[config.mk]
export PLATFORM = sky130hd
export DESIGN_NAME = alu_nibble_sequencer
export DESIGN_NICKNAME = d
export VERILOG_FILES = /design/src/rtl/alu_nibble_sequencer.sv
export SDC_FILE = /design/constraint.sdc
export NUM_CORES = 1
export LEC_CHECK = 0
export CORE_UTILIZATION = 47
export CTS_CLUSTER_SIZE = 10
export DETAILED_ROUTE_END_ITERATION = 16
export PLACE_DENSITY = 0.8
export SLEW_MARGIN = 20
export SYNTH_ARGS = -nofsm -noshare
export SYNTH_HDL_FRONTEND = slang
export SYNTH_SLANG_ARGS = --single-unit
[constraint.sdc]
create_clock -name clk -period 3.1 [get_ports clk]
set_clock_uncertainty 0.2 [all_clocks]
set_input_delay 0.31 -clock clk [delete_from_list [all_inputs] [get_ports clk]]
set_output_delay 0.31 -clock clk [all_outputs]
set_load 0.005 [all_outputs]
[src/rtl/alu_nibble_sequencer.sv]
`default_nettype none
// ============================================================================
// Module   : alu_nibble_sequencer
// Purpose  : Runs WIDTH-bit operations on an external combinational 4-bit
//            ALU slice, one nibble per cycle, LSB-first, chaining the slice
//            carry from nibble k into nibble k+1.
// Revision : 1.0 - initial release
// ----------------------------------------------------------------------------
// Ports
//   clk, rst_n          clock, asynchronous active-low reset
//   start               request, sampled only in IDLE or DONE
//   op_a, op_b [W]      operands, captured on accepted start
//   op_s [4], op_m      ALU select / mode (1 = logic), captured
//   op_cin              carry into nibble 0, captured
//   busy                high while nibbles are being run
//   done                one-cycle completion pulse
//   result [W]          assembled result, held until next accepted start
//   cout_out            final carry (forced 0 in logic mode)
//   alu_a/b/cin/m/s     drive to the ALU slice, 0 when not running
//   alu_o, alu_cout     ALU slice response (same cycle)
//   zero                result==0 flag (only with ALU_SEQ_ZERO_FLAG_EN)
// Configuration
//   ALU_SEQ_ZERO_FLAG_EN : adds the zero output and its detect logic.
// ============================================================================
module alu_nibble_sequencer #(
   parameter int WIDTH = 16
) (
   input  logic             clk,
   input  logic             rst_n,
   input  logic             start,
   input  logic [WIDTH-1:0] op_a,
   input  logic [WIDTH-1:0] op_b,
   input  logic [3:0]       op_s,
   input  logic             op_m,
   input  logic             op_cin,
   output logic             busy,
   output logic             done,
   output logic [WIDTH-1:0] result,
   output logic             cout_out,
`ifdef ALU_SEQ_ZERO_FLAG_EN
   output logic             zero,
`endif
   output logic [3:0]       alu_a,
   output logic [3:0]       alu_b,
   output logic             alu_cin,
   output logic             alu_m,
   output logic [3:0]       alu_s,
   input  logic [3:0]       alu_o,
   input  logic             alu_cout
);

   localparam int NIB   = WIDTH / 4;
   localparam int IDX_W = (NIB > 1) ? $clog2(NIB) : 1;

   typedef enum logic [1:0] {
      ST_IDLE = 2'd0,
      ST_RUN  = 2'd1,
      ST_DONE = 2'd2
   } state_t;

   state_t             r_state;
   logic [IDX_W-1:0]   r_idx;
   logic               r_carry;
   logic [WIDTH-1:0]   r_a;
   logic [WIDTH-1:0]   r_b;
   logic [3:0]         r_s;
   logic               r_m;
   logic [WIDTH-1:0]   r_result;
   logic               r_cout;

   logic               w_run;
   logic               w_last;
   logic               w_accept;
   logic [IDX_W+1:0]   w_bit;
   logic               w_carry_next;
   logic [WIDTH-1:0]   w_result_next;

   assign w_run    = (r_state == ST_RUN);
   assign w_last   = w_run && (r_idx == IDX_W'(NIB - 1));
   assign w_accept = start && ((r_state == ST_IDLE) || (r_state == ST_DONE));
   // Bit offset of the current nibble: idx * 4.
   assign w_bit    = {r_idx, 2'b00};

   // Logic-mode slice carries are meaningless, so the chain is cut there.
   assign w_carry_next = r_m ? 1'b0 : alu_cout;

   // Result with the current slice output merged in; used both for the
   // register update and for the zero detect on the final nibble.
   always_comb begin
      w_result_next             = r_result;
      w_result_next[w_bit +: 4] = alu_o;
   end

   assign alu_a   = w_run ? r_a[w_bit +: 4] : 4'd0;
   assign alu_b   = w_run ? r_b[w_bit +: 4] : 4'd0;
   assign alu_cin = w_run ? r_carry         : 1'b0;
   assign alu_m   = w_run ? r_m             : 1'b0;
   assign alu_s   = w_run ? r_s             : 4'd0;

   assign busy     = w_run;
   assign done     = (r_state == ST_DONE);
   assign result   = r_result;
   assign cout_out = r_cout;

`ifdef ALU_SEQ_ZERO_FLAG_EN
   logic r_zero;
   assign zero = r_zero;
`endif

   always_ff @(posedge clk or negedge rst_n) begin
      if (!rst_n) begin
         r_state  <= ST_IDLE;
         r_idx    <= '0;
         r_carry  <= 1'b0;
         r_a      <= '0;
         r_b      <= '0;
         r_s      <= 4'd0;
         r_m      <= 1'b0;
         r_result <= '0;
         r_cout   <= 1'b0;
`ifdef ALU_SEQ_ZERO_FLAG_EN
         r_zero   <= 1'b0;
`endif
      end else if (w_accept) begin
         r_state  <= ST_RUN;
         r_a      <= op_a;
         r_b      <= op_b;
         r_s      <= op_s;
         r_m      <= op_m;
         r_carry  <= op_cin;
         r_idx    <= '0;
         r_result <= '0;
      end else begin
         case (r_state)
            ST_RUN: begin
               r_result <= w_result_next;
               r_carry  <= w_carry_next;
               if (w_last) begin
                  // idx stays at NIB-1 rather than wrapping.
                  r_state <= ST_DONE;
                  r_cout  <= w_carry_next;
`ifdef ALU_SEQ_ZERO_FLAG_EN
                  r_zero  <= (w_result_next == '0);
`endif
               end else begin
                  r_idx <= r_idx + 1'b1;
               end
            end
            default: r_state <= ST_IDLE;
         endcase
      end
   end

endmodule
`default_nettype wire
Word level (Yosys, flattened, before mapping):

Index checks and enable logic that the tools add are counted.

* register bits after elaboration: 59
* logic and storage cells: 45

* shift-type cells: 4
* bitwise gates (word level): 1
* equality and inequality tests: 5
* $add $sub $neg: 2
* reduce and logical (&&, ||, !) cells: 7
* multiplexer cells: 17

Operators with widths (number)
* two-way mux 16 bit: 2
* indexed part select 16 x 5 -> 4 bit: 2
* bitwise mux 16 bit: 1
* variable shift 4 x 6 -> 16 bit (first input constant): 1
* indexed part select 4 x 6 -> 16 bit: 1
* two-way mux 2 bit: 6
* two-way mux 4 bit: 3
* negator 4 -> 6 bit: 1
* two-way mux 1 bit: 5
* == test 2 bit (second input constant): 2
* inequality test 3 x 1 -> 1 bit (second input constant): 1
* AND reduction 3 bit: 1
* adder 2 x 1 -> 2 bit (second input constant): 1
* == test 2 x 1 -> 1 bit (second input constant): 1
* logical AND 1 bit: 2
* logical NOT 2 bit: 1
* inequality test 2 x 1 -> 1 bit (second input constant): 1
* AND reduction 2 bit: 1
* nonzero test 2 bit: 1
* logical OR 1 bit: 1
* inverter 1 bit: 1

Depth between registers and ports, before layout:

Gate-level depths: netlist (run 1).

* depth in word-level cells: 5
* gate-level depth with buffers: 8
* depth with buffers taken out: 5

Least setup slack after synthesis (run 1):

No wires, ideal clock.

* path type: flip-flop to flip-flop
* from: reg r_idx[0]
* to: reg r_result[10], in the netlist result[10]
* setup time: 0.121 ns
* path buffers: 3
* period minus slack after synthesis: 2.172 ns
* path slack: 0.928 ns
* arrival time: 1.851 ns
* required time: 2.779 ns
* stages on the path, launching flop included: 9
* cells stage by stage: dfrtp_1 buf_6 buf_4 inv_1 ha_1 clkbuf_2 nor3b_1 and3_1 a22o_1

* longest elaborated chain between the ends: 5

RTL lines
* start, declared: line 62 `logic [IDX_W-1:0] r_idx;`
* start signal, assigned: line 146 `r_idx <= r_idx + 1'b1;`
* negator 4 -> 6 bit (*): line 91 `w_result_next[w_bit +: 4] = alu_o;`
* indexed part select 4 x 6 -> 16 bit / variable shift 4 x 6 -> 16 bit (equally long branches): line 91
* bitwise mux 16 bit (*): line 91
* two-way mux 16 bit (*): line 134 `case (r_state)`
* two-way mux 16 bit (*): line 124 `end else if (w_accept) begin`
* end signal, assigned: line 136 `r_result <= w_result_next;`
* end, declared: line 68 `logic [WIDTH-1:0] r_result;`

Mark *: on every way between the ends. The rest lies on a longest branch, timed or not. The select of a mux whose other input is x is not followed.
A chain may end at the register's enable or synchronous reset.

Worst setup path in the final report (run 1):

* from: reg r_state[1]
* to: out alu_b[1]

* longest elaborated chain between the ends: 2

RTL lines
* start, declared: line 61 `state_t r_state;`
* start signal, assigned: line 112 `r_state <= ST_IDLE;`
* start signal, assigned: line 125 `r_state <= ST_RUN;`
* start signal, assigned: line 140 `r_state <= ST_DONE;`
* == test 2 x 1 -> 1 bit: line 78 `assign w_run = (r_state == ST_RUN);`
* two-way mux 4 bit: line 95 `assign alu_b = w_run ? r_b[w_bit +: 4] : 4'd0;`
* end, declared: line 44 `output logic [3:0] alu_b,`

Every way passes these cells.

==> results of run 1 <==
power by group through the flow:
stage                     combinational (uW)  clock (uW)  sequential (uW)
after global placement                  1480           0             1280
after CTS                               1520         858             1280
after floorplan                          943           0             1230
final                                   1510         846             1280
after global routing                    1660         891             1320
after detailed placement                1510           0             1290
through the flow:
stage / total power (uW) / hold slack, ns / worst slack [ns]
4_1_cts: 3660 / 0.271 / 0.418
3_3_place_gp: 2760 / 0.249 / 0.875
5_1_grt: 3870 / 0.294 / 0.320
3_5_place_dp: 2800 / 0.255 / 0.801
2_1_floorplan: 2180 / -0.186 / 0.928
6_report: 3640 / 0.265 / 0.415
layer usage:
| metal | vias up | GRT usage, % |
|---|---|---|
| li1 | 1088 | - |
| met5 | - | 0 |
| met1 | 1088 | 27.8 |
| met3 | 11 | 4.94 |
| met4 | 0 | 10.4 |
| met2 | 73 | 35.1 |
layout make-up:
class	instances	area share [%]
sequential	59	39.0
inverter	8	0.793
clock inverter	5	2.64
tap	72	2.38
clock buffer	11	3.73
timing repair buffer	84	22.1
multi-input combinational	202	29.3
path summary, 6_finish.rpt:
path / from / to / cells after the start
min reg2reg: r_s[1] / r_s[1] / 2
max reg2reg: r_idx[0] / result[10] / 6
max in group asynchronous: rst_n / r_a[6] / 3
max: r_state[1] / alu_b[1] / 5
min: r_s[1] / r_s[1] / 2
min in group asynchronous: rst_n / r_a[7] / 2
Yosys cell counts (all sizes together):
library cell | number | area [um^2]
a22o | 8 | 70.1
xnor2 | 1 | 8.76
and2 | 6 | 37.5
nand3b | 2 | 15.0
dfrtp | 59 | 1480
nor2 | 3 | 11.3
nor2b | 2 | 12.5
o22ai | 8 | 50.1
o31ai | 1 | 12.5
clkbuf | 2 | 8.75
nor3b | 2 | 20.0
nand4b | 1 | 8.76
o21ai | 6 | 30.0
buf | 13 | 85.1
nand3 | 9 | 45.0
o41ai | 4 | 35.0
nand2b | 4 | 27.5
mux2i | 16 | 160
nand2 | 120 | 455
ha | 5 | 62.6
a21oi | 2 | 25.0
and3 | 1 | 6.26
inv | 8 | 30.0
o211ai | 1 | 7.51
critical path, stage by stage, from the launching register on:
cell and delay [ns]:
dfrtp_1 0.41, nand2b_2 0.23, inv_2 0.23, nand2_2 0.18, o22ai_1 0.24, clkdlybuf4s50_1 0.54
cell families (layout without fill, tap and decap cells):
group / after synthesis / in the layout / share of synthesized area [%]
xor+xnor: 1 / 1 / 0.324
compound gates: 30 / 30 / 8.52
mux: 16 / 16 / 5.93
fa+ha+maj: 5 / 5 / 2.32
simple gates: 150 / 150 / 23.7
buf+inv: 23 / 108 / 4.59
flops: 59 / 59 / 54.7
registers in the layout (all words and copies together), names as in the netlist:
name      cells
r_a          16
result       16
r_idx         2
r_b          16
r_m           1
cout_out      1
r_carry       1
r_s           4
r_state       2
==> impl_results.md, run 1 <==
* Critical path startpoint category: flip-flop
* DR WL/cell at between 10 and 15 um
* Htree depth at 3
* # clock sinks at slightly below 60
* Clk root buf: clkbuf_8
* Slew @ Worst Pin at about 0.88 ns
* Max-Cap Viols at 0
* Synthesized area per cell at 9.51 um^2
* Number of remaining DRC errors at 0
* Syn Nets at between 300 and 400
* Clock share of power at 23.2%
* Hold Fails Final Rpt at 0
* Cts hold-fix bufs at 1
* Largest net degree at the start of global routing at just under 50
* Final Util at 68.8%
* Pwr/cell area at approximately 960 nW/um^2
* Total CTS buffers at 9
* Register-to-register setup slack at ~0.90 ns
* Required time worst endpoint at around 2.6 ns
* Num rows at 27
* Placed Area at about 3500 um^2
* Vias at between 2000 and 2500
* 1st-iter DRT viols at 137
* CTS tree: done
* Top Layer Used: met4
* Period utilization at slightly below 90%
* Part of the power in combinational logic at between 40% and 50%
* Synth Register Bits at 59
* Core area at between 5000 and 6000 um^2
* Final wirelength at 6.13 mm
* Most frequent cells in the layout: nand2_1 (118), clkdlybuf4s50_1 (77), dfrtp_1 (59), mux2i_1 (16), clkbuf_8 (10)
* Synth-to-Final Area Change at 40.2%
* Remaining Overflow, GRT at 0
* Fin crit period at about 2.7 ns
* Clock slew at reported path FFs at around 0.07 ns
* Achievable clock frequency at about 370 MHz
* Vias in the first global route at 2155
* Mapped cell area at between 2000 and 3000 um^2
* Met2 WL at slightly above 3 mm
* Int Pwr at ~2400 uW
* Switching share of total power at 34.2%
* Final HPWL DP at between 4 and 5 mm
* I/O pin count at 79
* Multi-input logic area at about 1100 um^2
* Peak supply drop at between 0.5 and 0.6 mV
* Setup TNS after final layout at 0 ns
* Vias per cell at about 5.1
* Final Non-Filler Cells at roughly 440
* Slew Limit Fails at 0
* First-pass GRT wire length at ~10 mm
* Post-synthesis cell count at ~280
* Status: finished, final reports clean
* GRT Util Overall at 21.8%
* Post-Route M1 WL at 2.64 mm
* CP arrival at between 2 and 2.5 ns
* Share of cells above drive strength 1 at around 8.4%
* Critical path class: reg2out
* Crit-path max FO at 12
* Post-CTS setup buffers at 0
* Antenna violations before repair at 0
* ANT cells at 0
* Die Span Y at roughly 78 um
* Final setup violation count at 0
* Unique masters post-synth at 33
* Worst min-delay path class: reg2reg
* Placed Cells incl. Taps at around 420
* Initial Util at 49.1%
* Final ANT Viol Nets at 0
* Clock Path Buffers at 2
* Sw Pwr at ~1200 uW
* Warnings from Yosys at 0
* RSZ-0062 raised after global routing: no
* Met3 WL at about 330 um
* Register area at about 1500 um^2
* PostCTS Resize Cnt at 0
* Seq/Total Area, Yosys at a little over half
* DRT Pass-1 Iters at 5
* Final net count at ~420
* Die area at 6050 um^2
* Clk_lat worst skew at approximately 0.33 ns
* Seq pwr share at a little over a third
* Placer congestion estimate at about 0.80
* # fillers at between 400 and 500
* Crit. End Element: output port
* P_leak at ~0.0018 uW
* Die W at about 80 um
* Port bufs at between 70 and 80
* Post-route cell area at between 3000 and 4000 um^2
* Rel. slew slack at ~40%
* Leading cell type in the layout, fill and taps excluded: nand2_1
Note: power is estimated with default switching activity, not from simulation.
==> run 2, diff against run 1 <==
Settings changed: CORE_MARGIN from default to 2, GPL_TIMING_DRIVEN from default to 0, PLACE_DENSITY 0.8 to 0.83.
==> run 2 against run 1 <==
Against the previous run: flip-flop and latch count is the same; total power fell by 4.5%; fmax fell by 0.49%; count of clock-buffer cells in the layout increased by 2; global-route usage barely moved; critical path type unchanged; critical endpoint is now alu_b[3]; largest cell class unchanged; highest routed layer unchanged.
==> impl_results.md, run 2 (synthesized netlist as in run 1, its figures left out) <==
* Status: finished, final reports clean
* Max-Cap Viols at 0 (unchanged)
* DRT Pass-1 Iters at 4 (-1)
* Final ANT Viol Nets at 0 (unchanged)
* Final Util at 67.8% (-0.94 points)
* Slowest cell delay on critical path at 0.54 ns (about the same)
* Hold Fails Final Rpt at 0 (unchanged)
* Number of remaining DRC errors at 0 (unchanged)
* Int Pwr at 2220 uW (-7.2%)
* PostCTS Resize Cnt at 0 (unchanged)
* Final wirelength at 6.33 mm (+3.3%)
* Min setup slack post-route at 0.402 ns (-0.0133 ns)
* Peak supply drop at 0.448 mV (-19%)
* Crit-path max FO at 10 (-2)
* Vias at 2281 (+0.93%)
* Core area at 5540 um^2 (+0.61%)
* Num rows at 27 (unchanged)
* Vias in the first global route at 2217 (+2.9%)
* P_leak at 0.00183 uW (about the same)
* First-pass GRT wire length at 10.5 mm (+5.3%)
* Die Span Y at 79.8 um (+2.6%)
* Post-place setup slack at 0.666 ns (-0.135 ns)
* Die area at 6370 um^2 (+5.2%)
* DR WL/cell at 14.1 um (+1.2%)
* Seq pwr share at 36.5% (+1.2 points)
* Pwr/cell area at 924 nW/um^2 (-3.8%)
* Clock slew at reported path FFs at 0.06 ns (about the same)
* Final setup violation count at 0 (unchanged)
* Required time worst endpoint at 2.59 ns (about the same)
* Worst path top cell family by delay: buffers and inverters
* Antenna violations before repair at 0 (unchanged)
* Slew Limit Fails at 0 (unchanged)
* Switching share of total power at 36.1% (+1.9 points)
* Most frequent cells in the layout: nand2_1 (118), clkdlybuf4s50_1 (77), dfrtp_1 (59), mux2i_1 (16), clkbuf_8 (12)
* Clk_lat worst skew at 0.33 ns (about the same)
* Clk root buf: clkbuf_8
* Worst min-delay path class: reg2reg
* Setup TNS after final layout at 0 ns (unchanged)
* Total CTS buffers at 9 (unchanged)
* Largest net degree at the start of global routing at 60 (+22%)
* Achievable clock frequency at 371 MHz (-0.49%)
* # fillers at 473 (+12%)
* Rel. slew slack at 52.9% (+12 points)
* I/O pin count at 79 (unchanged)
* Part of the power in combinational logic at 45.5% (+4.0 points)
* Remaining Overflow, GRT at 0 (unchanged)
* Buffer and inverter count on the worst path at 3 (+1)
* RSZ-0062 raised after global routing: no
* Share of cells above drive strength 1 at 9.79% (+1.4 points)
* Vias per cell at 5.07 (-1.1%)
* Clock share of power at 18.1% (-5.1 points)
* Placer congestion estimate at 0.780 (-2.0%)
* CP cell instances: nand2b_2 > inv_2 > buf_6 > nand2_2 > o22ai_1 > clkdlybuf4s50_1
* Period utilization at 87.0% (+0.43 points)
* Slew @ Worst Pin at 0.707 ns (-0.175 ns)
* CP max stage cell: clkdlybuf4s50_1
* Die W at 79.8 um (+2.6%)
* CP arrival at 2.19 ns (+0.02 ns)
* Fin crit period at 2.70 ns (+0.0133 ns)
* Critical path class: reg2out
* Clock Path Buffers at 2 (unchanged)
* Leading cell type in the layout, fill and taps excluded: nand2_1
* # clock sinks at 59 (unchanged)
* Htree depth at 3 (unchanged)
* Sw Pwr at 1250 uW (+0.66%)
* Initial Util at 48.8% (-0.30 points)
* Final HPWL DP at 4.54 mm (+4.7%)
* ANT cells at 0 (unchanged)
* Port bufs at 78 (unchanged)
* GRT Util Overall at 21.8% (about the same)
* Critical path startpoint category: flip-flop
* Synth-to-Final Area Change at 39.1%
* Crit. End Element: output port
* Final net count at 425 (+2.4%)
* CTS tree: done
* 1st-iter DRT viols at 82 (-40%)
[run 2: cell count changes in the layout (fill, tap and decap cells not counted), sizes merged]
| cell | change |
|---|---|
| clkbuf | +4 |
| bufinv | -3 |
| buf | +8 |
[run 2: through the flow]
stage / hold WS (ns) / cells / instance area [um^2] / power [uW]
6_report: 0.272 / 450 / 3760 / 3470
3_3_place_gp: 0.249 / 434 / 3570 / 2790
5_1_grt: 0.296 / 450 / 3760 / 3740
2_1_floorplan: -0.186 / 284 / 2700 / 2180
4_1_cts: 0.276 / 450 / 3760 / 3500
3_5_place_dp: 0.211 / 434 / 3570 / 2860
[run 2: final cells by class]
type                       instances  area (um^2)  area share (%)
clock inverter                     2         10.0           0.266
clock buffer                      13          169            4.49
timing repair buffer              79          788            21.0
tap                               72         90.1            2.40
buffer                            15         93.8            2.50
sequential                        59         1480            39.3
inverter                           8         30.0           0.799
multi-input combinational        202         1100            29.3
[run 2: worst reg2reg max path, delay by kind of cell (launching register included)]
kind / cells / cell delay (ns)
buf+inv: 4 / 0.75
flops: 1 / 0.45
compound gates: 1 / 0.25
simple gates: 2 / 0.39
fa+ha+maj: 1 / 0.30
[run 2: power groups by stage]
stage	Clock, uW	Sequential, uW	Combinational [uW]
5_1_grt	678	1310	1750
6_report	627	1270	1580
3_3_place_gp	0	1260	1530
4_1_cts	636	1270	1590
3_5_place_dp	0	1280	1580
2_1_floorplan	0	1230	943
[run 2: timing repair]
item                                    in CTS  in global routing
endpoints found under the setup margin       0                  0
hold buffers                                 1                  0
hold endpoints to repair                    59                  0
setup buffers                                0                  0
[run 2: layer usage]
layer / vias to the layer above / global-route usage (%) / wire length, um
li1: 1113 / - / -
met1: 1091 / 28.1 / 2790
met2: 63 / 34.8 / 3110
met3: 14 / 4.98 / 298
met4: 0 / 10.3 / 136
met5: - / 0 / 0
[run 2: path summary, 6_finish.rpt]
| kind | end | cells past startpoint | start | slack, ns |
|---|---|---|---|---|
| setup / recovery | alu_b[3] | 6 | r_state[1] | 0.40 |
| setup reg to reg | result[8] | 8 | r_idx[0] | 0.65 |
| min in group asynchronous | result[12] | 2 | rst_n | 0.38 |
| max in group asynchronous | r_a[0] | 2 | rst_n | 1.85 |
| hold reg to reg | r_s[0] | 2 | r_s[0] | 0.27 |
| hold / removal | r_s[0] | 2 | r_s[0] | 0.27 |
